--- config.mk ---
export PLATFORM = sky130hd
export DESIGN_NAME = crc16_lanes_flat
export DESIGN_NICKNAME = d
export VERILOG_FILES = /design/src/rtl/crc16_pkg.sv /design/src/rtl/crc16_lanes_if.sv /design/src/rtl/crc16_lane.sv /design/src/rtl/crc16_lanes.sv /design/src/flat_wrapper.sv
export SDC_FILE = /design/constraint.sdc
export NUM_CORES = 1
export LEC_CHECK = 0
export BUFFER_PORTS_ARGS = -buffer_cell sky130_fd_sc_hd__buf_2
export CORE_MARGIN = 2
export CORE_UTILIZATION = 60
export CTS_BUF_LIST = sky130_fd_sc_hd__clkbuf_16
export CTS_CLUSTER_SIZE = 14
export DETAILED_ROUTE_END_ITERATION = 8
export PLACE_DENSITY_LB_ADDON = 0.3
export SYNTH_ARGS = -nofsm -noshare
export SYNTH_HDL_FRONTEND = slang
export SYNTH_SLANG_ARGS = --single-unit
--- constraint.sdc ---
create_clock -name iclk -period 4.85 [get_ports iclk]
set_input_delay 0.97 -clock iclk [delete_from_list [all_inputs] [get_ports iclk]]
set_output_delay 0.97 -clock iclk [all_outputs]
set_load 0.01 [all_outputs]
--- src/rtl/crc16_pkg.sv ---
// -----------------------------------------------------------------------------
// crc16_pkg
// Shared constants, state encoding and the single-bit CRC update used by the
// multi-lane SD data-path CRC16 engine (x^16 + x^12 + x^5 + 1, zero init,
// MSB first).
// No ports (package).
// -----------------------------------------------------------------------------
package crc16_pkg;

  localparam int CRC_W = 16;

  localparam logic [CRC_W-1:0] POLY = 16'h1021;

  // The x^0 term lands on bit 0 through the shift itself, so only the
  // x^5 and x^12 taps need an explicit XOR.
  localparam logic [CRC_W-1:0] TAP_MASK = POLY & ~16'h0001;

  typedef enum logic [1:0] {
    IDLE = 2'd0,
    DATA = 2'd1,
    CRC  = 2'd2,
    DONE = 2'd3
  } state_e;

  // Advance a CRC register by one data bit (MSB-first LFSR step).
  function automatic logic [CRC_W-1:0] crc16_step(input logic [CRC_W-1:0] crc,
                                                   input logic             din);
    logic fb;
    fb = din ^ crc[CRC_W-1];
    return {crc[CRC_W-2:0], fb} ^ (fb ? TAP_MASK : 16'h0000);
  endfunction

endpackage

--- src/rtl/crc16_lanes_if.sv ---
// -----------------------------------------------------------------------------
// crc16_lanes_if
// Control/data bundle between the DAT serialiser side and crc16_lanes.
// Signals:
//   istb      bit strobe                 istart   begin-block pulse
//   imode     0 = generate, 1 = check    idata    per-lane data / received CRC
//   obusy     block in progress          ocrc     per-lane CRC MSB
//   ocrc_vld  generated CRC on ocrc      odone    one-cycle end-of-block pulse
//   oerr      per-lane CRC mismatch
//   oerr_cnt  errored check-block count (only with CRC16_ERRCNT_EN defined)
// master: block driver side; slave: crc16_lanes.
// -----------------------------------------------------------------------------
interface crc16_lanes_if #(
  parameter int LANES = 4
);

  logic             istb;
  logic             istart;
  logic             imode;
  logic [LANES-1:0] idata;
  logic             obusy;
  logic [LANES-1:0] ocrc;
  logic             ocrc_vld;
  logic             odone;
  logic [LANES-1:0] oerr;
`ifdef CRC16_ERRCNT_EN
  logic [15:0]      oerr_cnt;

  modport master (
    output istb, istart, imode, idata,
    input  obusy, ocrc, ocrc_vld, odone, oerr, oerr_cnt
  );

  modport slave (
    input  istb, istart, imode, idata,
    output obusy, ocrc, ocrc_vld, odone, oerr, oerr_cnt
  );
`else
  modport master (
    output istb, istart, imode, idata,
    input  obusy, ocrc, ocrc_vld, odone, oerr
  );

  modport slave (
    input  istb, istart, imode, idata,
    output obusy, ocrc, ocrc_vld, odone, oerr
  );
`endif

endinterface

--- src/rtl/crc16_lane.sv ---
// -----------------------------------------------------------------------------
// crc16_lane
// One DAT line's CRC16 register plus its sticky mismatch flag.
// Ports:
//   iclk, irst_n  clock, asynchronous active-low reset
//   iclr          clear CRC and error flag (block start)
//   iupd          consume idin through the LFSR (data phase)
//   ishf          shift the CRC out by one bit (CRC phase)
//   icmp          compare idin with the outgoing MSB while shifting
//   idin          lane data bit / received CRC bit
//   ocrc_msb      current crc[15]
//   oerr          sticky mismatch flag
// -----------------------------------------------------------------------------
module crc16_lane
  import crc16_pkg::*;
(
  input  logic iclk,
  input  logic irst_n,
  input  logic iclr,
  input  logic iupd,
  input  logic ishf,
  input  logic icmp,
  input  logic idin,
  output logic ocrc_msb,
  output logic oerr
);

  logic [CRC_W-1:0] crc_r;
  logic             err_r;

  // CRC register: clear, LFSR update in data phase, plain shift in CRC phase
  always_ff @(posedge iclk or negedge irst_n) begin
    if (!irst_n) begin
      crc_r <= {CRC_W{1'b0}};
    end else if (iclr) begin
      crc_r <= {CRC_W{1'b0}};
    end else if (iupd) begin
      crc_r <= crc16_step(crc_r, idin);
    end else if (ishf) begin
      crc_r <= {crc_r[CRC_W-2:0], 1'b0};
    end else begin
      crc_r <= crc_r;
    end
  end

  // Sticky error flag: the received bit is compared against the bit being
  // shifted out in the same strobe
  always_ff @(posedge iclk or negedge irst_n) begin
    if (!irst_n) begin
      err_r <= 1'b0;
    end else if (iclr) begin
      err_r <= 1'b0;
    end else if (ishf && icmp && (idin != crc_r[CRC_W-1])) begin
      err_r <= 1'b1;
    end else begin
      err_r <= err_r;
    end
  end

  assign ocrc_msb = crc_r[CRC_W-1];
  assign oerr     = err_r;

endmodule

--- src/rtl/crc16_lanes.sv ---
// -----------------------------------------------------------------------------
// crc16_lanes
// Multi-lane CRC16 engine for the SD DAT path. Generate mode appends 16 CRC
// bits per lane after BLK_LEN data bits; check mode compares 16 received CRC
// bits per lane and flags per-lane mismatches. Everything advances on istb.
// Parameters: LANES (1/4/8), BLK_LEN (data bits per lane per block).
// Ports:
//   iclk    system clock
//   irst_n  asynchronous active-low reset
//   bus     crc16_lanes_if.slave (istb, istart, imode, idata, obusy, ocrc,
//           ocrc_vld, odone, oerr [, oerr_cnt])
// Build option: CRC16_ERRCNT_EN adds oerr_cnt, a saturating count of
// check-mode blocks that ended with any lane in error (reset-only clear).
// -----------------------------------------------------------------------------
module crc16_lanes
  import crc16_pkg::*;
#(
  parameter int LANES   = 4,
  parameter int BLK_LEN = 1024
)
(
  input  logic          iclk,
  input  logic          irst_n,
  crc16_lanes_if.slave  bus
);

  localparam int CNTW = ($clog2(BLK_LEN) > 4) ? $clog2(BLK_LEN) : 4;
  localparam logic [CNTW-1:0] DATA_LAST = CNTW'(BLK_LEN - 1);
  localparam logic [CNTW-1:0] CRC_LAST  = CNTW'(CRC_W - 1);

  state_e           state_r, state_s;
  logic [CNTW-1:0]  cnt_r, cnt_s;
  logic             mode_r, mode_s;
  logic             clr_s, upd_s, shf_s, cmp_s;
  logic             obusy_r, ocrc_vld_r, odone_r;
  logic [LANES-1:0] crc_msb_s;
  logic [LANES-1:0] err_s;

  // Next-state, counter and lane-control decode; istart overrides everything
  // (including a coincident istb, which is dropped)
  always_comb begin
    state_s = state_r;
    cnt_s   = cnt_r;
    mode_s  = mode_r;
    clr_s   = 1'b0;
    upd_s   = 1'b0;
    shf_s   = 1'b0;
    cmp_s   = 1'b0;
    if (bus.istart) begin
      state_s = DATA;
      cnt_s   = {CNTW{1'b0}};
      mode_s  = bus.imode;
      clr_s   = 1'b1;
    end else begin
      case (state_r)
        IDLE: begin
          state_s = IDLE;
        end
        DATA: begin
          if (bus.istb) begin
            upd_s = 1'b1;
            if (cnt_r == DATA_LAST) begin
              state_s = CRC;
              cnt_s   = {CNTW{1'b0}};
            end else begin
              cnt_s = cnt_r + CNTW'(1'b1);
            end
          end else begin
            cnt_s = cnt_r;
          end
        end
        CRC: begin
          if (bus.istb) begin
            shf_s = 1'b1;
            cmp_s = mode_r;
            if (cnt_r == CRC_LAST) begin
              state_s = DONE;
              cnt_s   = {CNTW{1'b0}};
            end else begin
              cnt_s = cnt_r + CNTW'(1'b1);
            end
          end else begin
            cnt_s = cnt_r;
          end
        end
        DONE: begin
          state_s = IDLE;
        end
        default: begin
          state_s = IDLE;
        end
      endcase
    end
  end

  // State, counter and mode registers
  always_ff @(posedge iclk or negedge irst_n) begin
    if (!irst_n) begin
      state_r <= IDLE;
      cnt_r   <= {CNTW{1'b0}};
      mode_r  <= 1'b0;
    end else begin
      state_r <= state_s;
      cnt_r   <= cnt_s;
      mode_r  <= mode_s;
    end
  end

  // Status outputs registered from the next state so they line up with it
  always_ff @(posedge iclk or negedge irst_n) begin
    if (!irst_n) begin
      obusy_r    <= 1'b0;
      ocrc_vld_r <= 1'b0;
      odone_r    <= 1'b0;
    end else begin
      obusy_r    <= (state_s == DATA) || (state_s == CRC);
      ocrc_vld_r <= (state_s == CRC) && !mode_s;
      odone_r    <= (state_s == DONE);
    end
  end

  for (genvar l = 0; l < LANES; l++) begin : g_lane
    crc16_lane u_lane (
      .iclk     (iclk),
      .irst_n   (irst_n),
      .iclr     (clr_s),
      .iupd     (upd_s),
      .ishf     (shf_s),
      .icmp     (cmp_s),
      .idin     (bus.idata[l]),
      .ocrc_msb (crc_msb_s[l]),
      .oerr     (err_s[l])
    );
  end

  assign bus.obusy    = obusy_r;
  assign bus.ocrc_vld = ocrc_vld_r;
  assign bus.odone    = odone_r;
  assign bus.ocrc     = crc_msb_s;
  assign bus.oerr     = err_s;

`ifdef CRC16_ERRCNT_EN
  logic [15:0] err_cnt_r;

  // Saturating count of errored check blocks, bumped as DONE is left
  always_ff @(posedge iclk or negedge irst_n) begin
    if (!irst_n) begin
      err_cnt_r <= 16'h0000;
    end else if ((state_r == DONE) && mode_r && (|err_s) && (err_cnt_r != 16'hFFFF)) begin
      err_cnt_r <= err_cnt_r + 16'h0001;
    end else begin
      err_cnt_r <= err_cnt_r;
    end
  end

  assign bus.oerr_cnt = err_cnt_r;
`endif

endmodule

--- src/flat_wrapper.sv ---
// flat-port wrapper written by rule: the top's interface ports become plain ports
module crc16_lanes_flat import crc16_pkg::*;
#(
  parameter int LANES   = 4,
  parameter int BLK_LEN = 1024
)
  (iclk, irst_n, bus_istb, bus_istart, bus_imode, bus_idata, bus_obusy, bus_ocrc, bus_ocrc_vld, bus_odone, bus_oerr);
  crc16_lanes_if #(.LANES(LANES)) bus_i ();
  input  logic iclk;
  input  logic irst_n;
  input wire logic [$bits(bus_i.istb)-1:0] bus_istb;
  input wire logic [$bits(bus_i.istart)-1:0] bus_istart;
  input wire logic [$bits(bus_i.imode)-1:0] bus_imode;
  input wire logic [$bits(bus_i.idata)-1:0] bus_idata;
  output wire logic [$bits(bus_i.obusy)-1:0] bus_obusy;
  output wire logic [$bits(bus_i.ocrc)-1:0] bus_ocrc;
  output wire logic [$bits(bus_i.ocrc_vld)-1:0] bus_ocrc_vld;
  output wire logic [$bits(bus_i.odone)-1:0] bus_odone;
  output wire logic [$bits(bus_i.oerr)-1:0] bus_oerr;
  assign bus_i.istb = bus_istb;
  assign bus_i.istart = bus_istart;
  assign bus_i.imode = bus_imode;
  assign bus_i.idata = bus_idata;
  assign bus_obusy = bus_i.obusy;
  assign bus_ocrc = bus_i.ocrc;
  assign bus_ocrc_vld = bus_i.ocrc_vld;
  assign bus_odone = bus_i.odone;
  assign bus_oerr = bus_i.oerr;
  crc16_lanes #(.LANES(LANES), .BLK_LEN(BLK_LEN)) u_core (.iclk(iclk), .irst_n(irst_n), .bus(bus_i));
endmodule
# Word-level counts from Yosys, hierarchy flattened
# Index checks and enable logic that the tools add are counted.
[classes] reduce_logical=17 addsub=1 n_eq_ne=14 n_bitwise=8 mux=46
[op_table] op="16-bit 2-to-1 mux" count=12
[op_table] op="16-bit by 13-bit bitwise XOR with 16-bit output" count=4
[op_table] op="13-bit 2-to-1 mux" count=4
[op_table] op="10-bit 2-to-1 mux" count=5
[op_table] op="10-bit one-hot mux with 2 select lines" count=1
[op_table] op="1-bit 2-to-1 mux" count=18
[op_table] op="10-bit by 1-bit adder with 10-bit output, second input constant" count=1
[op_table] op="10-bit == test, second input constant" count=1
[op_table] op="10-bit by 4-bit == test with 1-bit output, second input constant" count=1
[op_table] op="2-bit 2-to-1 mux" count=5
[op_table] op="2-bit == test, second input constant" count=4
[op_table] op="2-bit nonzero test" count=4
[op_table] op="1-bit logical AND" count=6
[op_table] op="3-bit inequality test, second input constant" count=2
[op_table] op="2-bit one-hot mux with 3 select lines" count=1
[op_table] op="3-bit nonzero test" count=2
[op_table] op="2-bit by 1-bit == test with 1-bit output, second input constant" count=2
[op_table] op="1-bit inequality test" count=4
[op_table] op="1-bit bitwise XOR" count=4
[op_table] op="3-bit AND reduction" count=1
[op_table] op="2-bit zero test" count=1
[op_table] op="2-bit OR reduction" count=1
[op_table] op="1-bit zero test" count=1
[op_table] op="1-bit logical OR" count=1
[totals] ff_bits=84 in_bits=9 elab_cells=100 out_inout_bits=11

# Depth between registers and ports, before layout
# Gate-level depths: netlist of the first run.
[logic_depth] depth_word=7 mapped_depth=8 depth_no_buf=8

# By module
# A second synthesis of the first run with hierarchy kept.
[hier_totals] cells_unflattened=392 hier_area_um2=3876.2
[modules_own_cells] mod="crc16_lane" area_per_inst_um2=724.4 seq_area_each_um2=425.4 instances=4 cells_per_inst=73
[modules_own_cells] mod="crc16_lanes" area_per_inst_um2=978.4 seq_area_each_um2=400.4 instances=1 cells_per_inst=100

# Worst setup path before layout of the first run
# OpenSTA, ideal clock, no wires.
[synth_path] path_type="input to register" start="input bus_istb" end="register u_core.cnt_r[3]" path_buffers=1 arrival_ps=2092 path_slack_ps=2654 cell_stages=5 path_cell_list="buf_4 -> nor2b_1 -> nand2_1 -> or3_1 -> o311ai_1"
[synth_via] elab_chain_len=2 word_cells_on_any_way=3
[synth_lines] item="start, declared" line="flat_wrapper.sv:11" rtl="input wire logic [$bits(bus_i.istb)-1:0] bus_istb;"
[synth_lines] item="3-bit inequality test (no source line)"
[synth_lines] item="3-bit AND reduction (no source line) (*)"
[synth_lines] item="end signal, assigned" line="crc16_lanes.sv:100" rtl="cnt_r <= {CNTW{1'b0}};"
[synth_lines] item="end signal, assigned" line="crc16_lanes.sv:104" rtl="cnt_r <= cnt_s;"
[synth_lines] item="end, declared" line="crc16_lanes.sv:32" rtl="logic [CNTW-1:0] cnt_r, cnt_s;"
# Every way passes the cells marked *; elsewhere a longest branch is shown, timed or not.
# A chain may end at the register's enable or synchronous reset.

# Worst setup path after layout of the first run
[layout_path] start="input bus_istart" end="register u_core.g_lane[1].u_lane.crc_r[1]"
[layout_via] elab_chain_len=3 word_cells_on_any_way=6
[layout_lines] item="start, declared" line="flat_wrapper.sv:12" rtl="input wire logic [$bits(bus_i.istart)-1:0] bus_istart;"
[layout_lines] item="1-bit 2-to-1 mux" line="crc16_lanes.sv:49" rtl="if (bus.istart) begin"
[layout_lines] item="16-bit 2-to-1 mux" line="crc16_lane.sv:37" rtl="end else if (iupd) begin"
[layout_lines] item="16-bit 2-to-1 mux" line="crc16_lane.sv:35" rtl="end else if (iclr) begin"
[layout_lines] item="end signal, assigned" line="crc16_lane.sv:34" rtl="crc_r <= {CRC_W{1'b0}};"
[layout_lines] item="end signal, assigned" line="crc16_lane.sv:36" rtl="crc_r <= {CRC_W{1'b0}};"
[layout_lines] item="end signal, assigned" line="crc16_lane.sv:38" rtl="crc_r <= crc16_step(crc_r, idin);"
[layout_lines] item="end, declared" line="crc16_lane.sv:28" rtl="logic [CRC_W-1:0] crc_r;"
# Parallel ways exist; a longest one is shown, timed or not.

==> reports/results.ini, run 1 <==
[outcome]
status = finished, final reports clean

[finish]
areaGrowthSynthToFinish_pct = 8.521
fin_nets = 364
layout-drive-gt1-share_pct = 10.39
diodes = 0

[setup_path]
r2r_end = u_core.g_lane[1].u_lane.crc_r[15]
worstPathMaxFanout = 51
crit_path_start = bus_istart
cp.arrival_ns = 2.86
r2r_start = u_core.state_r[0]
crit_path_end_kind = flip-flop
required_ns = 5.11
r2r_cells = 4
r2r_slack_ns = 2.73
path_class = in2reg
endpoint = u_core.g_lane[1].u_lane.crc_r[1]
start_kind = input port

[yosys]
postSynthAreaPerCell_sq_um = 10.61
netlist_instances = 350
syn_nets = 362
ys_warn_count = 0
synthFlopType = dfrtp_1
syn_area_sq_um = 3715
synth_top_cell_area_share_pct = 56.58
ys_ff_latch = 84
synth-async-reset-ratio_pct = 100.0
synth_top_area_cell = dfrtp_1
synth_edf_count = 0
synth_seq_area_share_pct = 56.58
synth_cell_type_count = 45
synth_area_leaders = dfrtp_1 57%, nand2_1 6.2%, a22o_1 5.7%

[power]
p_per_area_nw_per_um2 = 341.3
p_leak_nw = 1.871
ir_drop_mv = 0.2621

[detailed_routing]
drt.antenna.violating_nets = 0
drt_iter0_markers = 145
vias_per_cell = 5.680
avgRoutedWirePerCell_um = 15.29
wl_um = 6588
firstDrtPassIters = 6
vias = 2448
drc = 0

[clock_network]
cts-buffers-inserted = 9
ctsRootBufferMaster = clkbuf_16
ctsResizeCount = 0
holdBufCountCts = 0
insertion_delay_ns = 0.33
cts.clk_slew.worst_paths_ns = 0.05
htreeDepth = 3
cts_tree = built
cts_buffer_depth = 2
clkSinkCount = 84
post_cts_buffers = 0

[grt]
antenna_found_initial = 0
track_usage_pct = 22.04
grt_pass1_vias = 2340
grt-ovfl-total = 0
grt_pass1_wl_um = 11240
grt_max_degree = 85

[timing]
fin_skew_ns = 0.006382
setup_viol = 0
whs_ns = 0.4764
rsz0062_at_grt = no
period_share_pct = 53.59
timing.fmax_mhz = 384.7
max_slew.worst_pin.slew_ns = 1.083
fin_ws_ns = 2.251
max-slew-margin-rel_pct = 27.78
final.setup.tns_ns = 0
fin_crit_ns = 2.599
hold_viol_final = 0
drv_slew = 0

[placed_design]
gp_congestion = 0.8098
dp_hpwl_um = 4098
io_buffers = 19
place_ws_ns = 1.909

[run]
maxCapViolCount = 0

[hold_path]
hold_path_class = reg2reg

[die]
core_sq_um = 5956
fp.dieH_um = 82.69
io_pins = 20
chipWidth_um = 82.69
placementRows = 28
dieArea_sq_um = 6837
initial_core_util_pct = 62.37

==> cell families after synthesis <==
kind of cell / after synthesis / synth area share, %
multiplexers: 1 / 0.3031
adder cells (fa/ha/maj): 3 / 1.011
buffers and inverters: 32 / 4.513
AND/OR/NAND/NOR: 134 / 19.17
AO/OA/AOI/OAI: 82 / 14.92
flip-flops: 84 / 56.58
XOR/XNOR: 14 / 3.503
==> worst min-delay path by stage <==
| stage | cells after the start | end | slack [ns] | from |
|---|---|---|---|---|
| floorplan | 2 | u_core.g_lane[1].u_lane.crc_r[0] | 0.45 | u_core.g_lane[1].u_lane.crc_r[0] |
| global placement | 2 | u_core.g_lane[3].u_lane.crc_r[14] | 0.46 | u_core.g_lane[3].u_lane.crc_r[14] |
| detailed placement | 2 | u_core.g_lane[2].u_lane.crc_r[0] | 0.47 | u_core.g_lane[2].u_lane.crc_r[0] |
| CTS | 2 | u_core.g_lane[2].u_lane.crc_r[0] | 0.48 | u_core.g_lane[2].u_lane.crc_r[0] |
| global route | 2 | u_core.g_lane[3].u_lane.crc_r[8] | 0.50 | u_core.g_lane[3].u_lane.crc_r[8] |
| finish | 2 | u_core.g_lane[2].u_lane.crc_r[0] | 0.48 | u_core.g_lane[2].u_lane.crc_r[0] |
==> cell usage after synthesis (3+ instances only) <==
master / count
buf_2: 5
a41o_1: 3
xor2_1: 12
nor2_1: 5
nand3_1: 6
a22o_1: 24
nor2b_1: 5
dfrtp_1: 84
buf_4: 9
nand2b_1: 32
nand2_1: 61
o21ai_0: 40
ha_1: 3
nor3_1: 5
and3_1: 3
clkbuf_1: 13
or3_1: 3
inv_1: 3
==> layer usage <==
| layer | wire (um) | vias to the layer above | GRT usage [%] |
|---|---|---|---|
| met5 | 0 | - | 0 |
| met4 | 85 | 0 | 9.836 |
| met3 | 181 | 7 | 4.239 |
| met2 | 2938 | 36 | 32.74 |
| met1 | 3382 | 1206 | 31.58 |
| li1 | - | 1199 | - |
==> placed cells by master (no fill, tap or decap), drive strengths merged, types with 2 or more instances in the layout <==
cell type  instances
a21o               2
a21oi              2
a221o              2
a22o              24
a41o               3
and2               2
and3               3
buf               20
clkbuf             9
clkinv             4
dfrtp             84
ha                 3
inv                5
nand2             61
nand2b            32
nand3              6
nand4              2
nor2               5
nor2b              5
nor3               5
nor4b              3
o21ai             41
o311ai             2
o31ai              2
or3                3
or4                2
xor2              13
==> through the flow <==
stage	area [sq um]	utilization [%]	power (mW)	instances
5_1_grt	4031	67.69	1.425	431
4_1_cts	4031	67.69	1.388	431
2_1_floorplan	3715	-	0.7731	350
6_report	4031	67.69	1.376	431
3_3_place_gp	3781	63.49	0.7997	416
3_5_place_dp	3781	63.49	0.8013	416
==> final cells by class <==
type,count,area [sq um]
clock buffers,9,225.2
clock inverters,6,25.02
fillers,487,1924
inverters,3,11.26
multi-input cells,234,1456
flip-flops and latches,84,2102
well taps,75,93.84
repair buffers,20,117.6
==> state kept, by name, summed over array words and instances, names as in the netlist <==
register	flops
u_core.bus.obusy	1
u_core.bus.ocrc_vld	1
u_core.bus.odone	1
u_core.cnt_r	10
u_core.g_lane.u_lane.crc_r	64
u_core.g_lane.u_lane.oerr	4
u_core.mode_r	1
u_core.state_r	2
==> where the power goes <==
group	switching [mW]	internal, mW	leakage (nW)
combinational	0.0479	0.0195	0.585
sequential	0.00786	0.712	1.15
clock	0.254	0.334	0.133
==> worst max-delay path: stages <==
cell     delay [ns]
buf_2          0.34
nor2b_1        0.39
and2_0         0.90
a22o_1         0.25
Note: power is estimated with default switching activity, not from simulation.
==> run 2, diff against run 1 <==
--- a/config.mk
+++ b/config.mk
@@ -5,9 +5,10 @@
 export SDC_FILE = /design/constraint.sdc
 export NUM_CORES = 1
 export LEC_CHECK = 0
+export ABC_AREA = 1
 export BUFFER_PORTS_ARGS = -buffer_cell sky130_fd_sc_hd__buf_2
 export CORE_MARGIN = 2
-export CORE_UTILIZATION = 60
+export CORE_UTILIZATION = 55
 export CTS_BUF_LIST = sky130_fd_sc_hd__clkbuf_16
 export CTS_CLUSTER_SIZE = 14
 export DETAILED_ROUTE_END_ITERATION = 8
==> constraint.sdc (replaced) <==
create_clock -name iclk -period 2.1 [get_ports iclk]
set_input_delay 0.42 -clock iclk [delete_from_list [all_inputs] [get_ports iclk]]
set_output_delay 0.42 -clock iclk [all_outputs]
set_load 0.01 [all_outputs]
==> run 2 against run 1 <==
Clock skew barely moved. Cell count rose by 20%. Critical path depth rose by 7. Sequential cell count did not move. Wire length rose by 15%. Total power rose to 2.5 times the previous value. Critical path type is now reg2reg. Critical endpoint is now u_core.bus.obusy. Largest power group unchanged.
==> reports/results.ini, run 2 <==
[die]
initial_core_util_pct = 57.05  ; -5.3 points
core_sq_um = 6794  ; +14%
chipWidth_um = 87.95  ; +6.4%
placementRows = 30  ; +7.1%
dieArea_sq_um = 7735  ; +13%
fp.dieH_um = 87.95  ; +6.4%
io_pins = 20  ; unchanged

[grt]
grt-ovfl-total = 0  ; unchanged
grt_pass1_vias = 2664  ; +14%
grt_pass1_wl_um = 12900  ; +15%
track_usage_pct = 21.74  ; -0.30 points
antenna_found_initial = 0  ; unchanged
grt_max_degree = 43  ; -49%

[placed_design]
gp_congestion = 0.9405  ; +16%
io_buffers = 19  ; unchanged
placed_area_sq_um = 3975  ; +5.1%
dp_hpwl_um = 4927  ; +20%

[hold_path]
hold_path_class = in2async

[finish]
layout-drive-gt1-share_pct = 17.86  ; +7.5 points
final_cell_mix = 84 x dfrtp_1, 63 x nand2_1, 61 x inv_1
diodes = 0  ; unchanged
final_common_cell = dfrtp_1
num-fill-cells = 543  ; +11%
largest_register_ffs = 64  ; unchanged
areaGrowthSynthToFinish_pct = 10.07
finalInstanceArea_sq_um = 4267  ; +5.8%
fin_nets = 427  ; +17%
regMostFlops = u_core.g_lane.u_lane.crc_r

[clock_network]
cts-buffers-inserted = 9  ; unchanged
insertion_delay_ns = 0.33  ; about the same
clkSinkCount = 84  ; unchanged
cts.clk_slew.worst_paths_ns = 0.06  ; about the same
cts_buffer_depth = 2  ; unchanged
post_cts_buffers = 0  ; unchanged
cts_tree = built
holdBufCountCts = 0  ; unchanged
ctsRootBufferMaster = clkbuf_16
ctsResizeCount = 0  ; unchanged
htreeDepth = 3  ; unchanged

[detailed_routing]
wl_um = 7588  ; +15%
drc = 0  ; unchanged
vias_per_cell = 5.463  ; -3.8%
vias = 2819  ; +15%
firstDrtPassIters = 5  ; -1
drt.antenna.violating_nets = 0  ; unchanged
drt_iter0_markers = 186  ; +28%
avgRoutedWirePerCell_um = 14.71  ; -3.8%

[setup_path]
path_class = reg2reg
start_kind = flip-flop
crit_path_end_kind = flip-flop
required_ns = 2.37  ; -2.74 ns
path_buf_inv = 2  ; +1
critPathTopFamily = simple AND/OR/NAND/NOR gates
worstPathMaxFanout = 5  ; -90%
cp.arrival_ns = 2.10  ; -0.76 ns
max_stage_delay_ns = 0.41  ; -0.49 ns
crit_slowest_cell = dfrtp_1
crit_chain = ha_1 -> nand2_2 -> inv_2 -> nand3_2 -> nor2_2 -> nand3_1 -> nand2_1 -> nand2_1 -> nor2_1 -> ha_1 -> inv_1

[yosys]
synth_area_leaders = dfrtp_1 54%, nand2_1 6.1%, inv_1 5.8%
postSynthAreaPerCell_sq_um = 9.595  ; -9.6%
syn_area_sq_um = 3876  ; +4.3%
ys_warn_count = 0  ; unchanged
synthFlopType = dfrtp_1
synth_edf_count = 0  ; unchanged
ys_ff_latch = 84  ; unchanged
synth_top_area_cell = dfrtp_1
yosys.cell_count.top_type = dfrtp_1
syn_nets = 416  ; +15%
synth_top_cell_area_share_pct = 54.23  ; -2.4 points
yosys-top-cells-count = 84 x dfrtp_1, 63 x nand2_1, 60 x inv_1
synth_cell_type_count = 33  ; -27%
synth_seq_area_share_pct = 54.23  ; -2.4 points
netlist_instances = 404  ; +15%
synth-async-reset-ratio_pct = 100.0  ; unchanged

[timing]
final.setup.tns_ns = 0  ; unchanged
rsz0062_at_grt = no
max_slew.worst_pin.slew_ns = 0.5378  ; -0.5449 ns
max-slew-margin-rel_pct = 64.09  ; +36 points
period_share_pct = 87.00
drv_slew = 0  ; unchanged
fin_crit_ns = 1.827
fin_skew_ns = 0.006500  ; +0.0001183 ns
timing.fmax_mhz = 547.4
hold_viol_final = 0  ; unchanged
setup_viol = 0  ; unchanged

[power]
p_per_area_nw_per_um2 = 813.8  ; +140%
ir_drop_mv = 0.8189  ; +210%
p_leak_nw = 1.979  ; +5.7%

[run]
maxCapViolCount = 0  ; unchanged

[outcome]
status = finished, final reports clean

## run 2: cell types whose count changed in the layout (fill, tap and decap cells not counted), moves of 7 or more
cell | before | now
o22ai_1 | 1 | 21
nand3_1 | 6 | 30
a22o_1 | 24 | 4
buf_4 | 1 | 9
o31ai_2 | 0 | 15
nand2b_1 | 32 | 0
nand4_1 | 1 | 8
inv_1 | 5 | 61
nor2_1 | 5 | 12
## run 2: routing by layer
layer,share of wire (%),up-vias,track usage [%]
li1,-,1347,-
met1,47,1352,31.06
met2,46,108,32.58
met3,5.3,12,5.184
met4,1.6,0,7.972
met5,0,-,0
## run 2: final cells by class
class	count	area (sq um)	area share (%)
multi-input combinational	226	1328	31.11
sequential	84	2102	49.27
clock inverter	7	66.31	1.554
clock buffer	9	225.2	5.279
timing repair buffer	28	177.7	4.164
inverter	66	247.7	5.806
tap	96	120.1	2.815
## run 2: path summary, 6_finish.rpt
path,start,end,slack [ns],depth (start not counted)
setup / recovery,u_core.cnt_r[0],u_core.bus.obusy,0.27,11
hold / removal,irst_n,u_core.g_lane[3].u_lane.crc_r[3],0.02,1
setup reg to reg,u_core.cnt_r[0],u_core.bus.obusy,0.27,11
hold reg to reg,u_core.g_lane[2].u_lane.crc_r[13],u_core.g_lane[2].u_lane.crc_r[13],0.48,2
max in group asynchronous,irst_n,u_core.g_lane[1].u_lane.crc_r[5],1.51,2
min in group iclk,bus_imode,u_core.mode_r,0.34,3
## run 2: stage by stage
stage	setup WS, ns	hold slack (ns)	total power [mW]	instances	util [%]
after floorplan	0.5178	0.1244	1.888	404	-
after global placement	0.4081	0.3869	1.968	500	58.51
after detailed placement	0.3026	0.3897	1.975	500	58.51
after CTS	0.3041	0.03085	3.507	516	62.80
after global routing	0.1516	0.04441	3.620	516	62.80
final	0.2731	0.02315	3.472	516	62.80
## run 2: kinds of logic after synthesis
kind of cell | synth area share (%)
and+or+nand+nor | 15.43
buffers and inverters | 11.52
AOI/OAI and AO/OA | 15.82
DFF | 54.23
xor gates and xnor gates | 2.034
adders and majority gates | 0.9685
## run 2: power breakdown
group | switching, mW | internal (mW) | total (mW)
logic | 0.196 | 0.0679 | 0.264
registers | 0.0208 | 1.66 | 1.68
clock network | 0.615 | 0.914 | 1.53
==> run 3, diff against run 2 <==
--- a/config.mk
+++ b/config.mk
@@ -9,7 +9,6 @@
 export BUFFER_PORTS_ARGS = -buffer_cell sky130_fd_sc_hd__buf_2
 export CORE_MARGIN = 2
 export CORE_UTILIZATION = 55
-export CTS_BUF_LIST = sky130_fd_sc_hd__clkbuf_16
 export CTS_CLUSTER_SIZE = 14
 export DETAILED_ROUTE_END_ITERATION = 8
 export PLACE_DENSITY_LB_ADDON = 0.3
==> run 3 against run 2 <==
Sequential power is essentially flat. Sequential cell count stayed put. Setup slack improved by 0.026 ns. Critical path type unchanged. Clock skew rose by 0.0063 ns. Highest routed layer unchanged. Clock power decreased by 23%. Count of clock-buffer cells in the layout grew 3. Final area fell by 1.9%. Fmax grew 1.4%. Critical path depth unchanged.
==> reports/results.ini, run 3 (same netlist as run 2, synthesis figures left out) <==
[outcome]
status = finished, final reports clean

[timing]
fin_ws_ns = 0.2987  ; +0.02568 ns
drv_slew = 0  ; unchanged
timing.fmax_mhz = 555.2  ; +1.4%
max-slew-margin-rel_pct = 63.47  ; -0.63 points
setup_viol = 0  ; unchanged
hold_viol_final = 0  ; unchanged
rsz0062_at_grt = no
max_slew.worst_pin.slew_ns = 0.5472  ; +0.009412 ns
period_share_pct = 85.77  ; -1.2 points
fin_skew_ns = 0.01279  ; +0.006289 ns
final.setup.tns_ns = 0  ; unchanged
fin_crit_ns = 1.801  ; -0.02568 ns

[placed_design]
placed_area_sq_um = 3975  ; unchanged
io_buffers = 19  ; unchanged
place_ws_ns = 0.3026  ; unchanged
gp_congestion = 0.9405  ; unchanged
dp_hpwl_um = 4927  ; unchanged

[setup_path]
start_kind = flip-flop
crit_path_end_kind = flip-flop
crit_chain = ha_1 -> nand2_2 -> inv_2 -> nand3_2 -> nor2_2 -> nand3_1 -> nand2_1 -> nand2_1 -> nor2_1 -> ha_1 -> inv_1
worstPathMaxFanout = 5  ; unchanged
max_stage_delay_ns = 0.42  ; about the same
critPathTopFamily = simple AND/OR/NAND/NOR gates
required_ns = 2.39  ; +0.02 ns
cp.arrival_ns = 2.09  ; about the same
path_buf_inv = 2  ; unchanged
crit_slowest_cell = dfrtp_1
path_class = reg2reg

[clock_network]
insertion_delay_ns = 0.34  ; about the same
ctsRootBufferMaster = clkbuf_8
cts_buffer_depth = 2  ; unchanged
clkSinkCount = 84  ; unchanged
cts_tree = built
cts.clk_slew.worst_paths_ns = 0.09  ; +0.03 ns
post_cts_buffers = 0  ; unchanged
holdBufCountCts = 0  ; unchanged
htreeDepth = 3  ; unchanged
ctsResizeCount = 0  ; unchanged
cts-buffers-inserted = 9  ; unchanged

[die]
core_sq_um = 6794  ; unchanged
fp.dieH_um = 87.95  ; unchanged
placementRows = 30  ; unchanged
chipWidth_um = 87.95  ; unchanged
io_pins = 20  ; unchanged
dieArea_sq_um = 7735  ; unchanged
initial_core_util_pct = 57.05  ; unchanged

[run]
maxCapViolCount = 0  ; unchanged

[power]
p_leak_nw = 1.940  ; -2.0%
ir_drop_mv = 0.5576  ; -32%
power.total_mw = 3.121  ; -10%
p_per_area_nw_per_um2 = 745.7  ; -8.4%

[grt]
grt-ovfl-total = 0  ; unchanged
grt_pass1_vias = 2660  ; -0.15%
track_usage_pct = 21.33  ; -0.41 points
antenna_found_initial = 0  ; unchanged
grt_pass1_wl_um = 12730  ; -1.3%
grt_max_degree = 43  ; unchanged

[finish]
diodes = 0  ; unchanged
final_common_cell = dfrtp_1
final_cell_mix = 84 x dfrtp_1, 63 x nand2_1, 60 x inv_1
largest_register_ffs = 64  ; unchanged
fin_nets = 427  ; unchanged
regMostFlops = u_core.g_lane.u_lane.crc_r
areaGrowthSynthToFinish_pct = 7.973
layout-drive-gt1-share_pct = 18.33  ; +0.48 points
finalInstanceArea_sq_um = 4185  ; -1.9%

[detailed_routing]
vias_per_cell = 5.335  ; -2.3%
avgRoutedWirePerCell_um = 14.48  ; -1.5%
drc = 0  ; unchanged
drt_iter0_markers = 211  ; +13%
vias = 2753  ; -2.3%
wl_um = 7473  ; -1.5%
firstDrtPassIters = 4  ; -1
drt.antenna.violating_nets = 0  ; unchanged

[hold_path]
hold_path_class = in2async

run 3: changes by cell type in the layout (fill, tap and decap cells not counted):
cell	before	now
clkbuf_1	0	1
clkbuf_16	9	0
clkbuf_8	0	11
clkinv_1	2	0
inv_1	61	60
run 3: final timing paths:
| kind | start | end | slack [ns] | depth (start not counted) |
|---|---|---|---|---|
| setup / recovery | u_core.cnt_r[0] | u_core.bus.obusy | 0.30 | 11 |
| hold / removal | irst_n | u_core.g_lane[3].u_lane.crc_r[3] | 0.005 | 1 |
| setup reg to reg | u_core.cnt_r[0] | u_core.bus.obusy | 0.30 | 11 |
| hold reg to reg | u_core.g_lane[2].u_lane.crc_r[13] | u_core.g_lane[2].u_lane.crc_r[13] | 0.48 | 2 |
| max in group asynchronous | irst_n | u_core.g_lane[1].u_lane.crc_r[13] | 1.53 | 2 |
| min in group iclk | bus_imode | u_core.mode_r | 0.33 | 3 |
run 3: metal layers:
layer / track usage (%) / vias up / share of wire [%]
met5: 0 / - / 0
met4: 7.552 / 0 / 0.91
met3: 4.336 / 6 / 4.2
met2: 32.16 / 74 / 47
met1: 30.91 / 1330 / 47
li1: - / 1343 / -
run 3: final cells by class:
class | instances | area, sq um
Fill cell | 556 | 2609
Sequential cell | 84 | 2102
Multi-Input combinational cell | 226 | 1328
Inverter | 66 | 247.7
Timing Repair Buffer | 28 | 177.7
Clock buffer | 12 | 155.1
Tap cell | 96 | 120.1
Clock inverter | 4 | 55.05
run 3: power breakdown:
group	internal, mW	total (mW)	switching (mW)
clock network	0.622	1.18	0.560
logic	0.0679	0.263	0.195
registers	1.66	1.68	0.0207
run 3: through the flow:
| stage | utilization [%] | hold WS (ns) | cells |
|---|---|---|---|
| final | 61.60 | 0.004828 | 516 |
| after global routing | 61.60 | 0.01718 | 516 |
| after CTS | 61.60 | 0.004278 | 516 |
| after detailed placement | 58.51 | 0.3897 | 500 |
| after global placement | 58.51 | 0.3869 | 500 |
| after floorplan | - | 0.1244 | 404 |
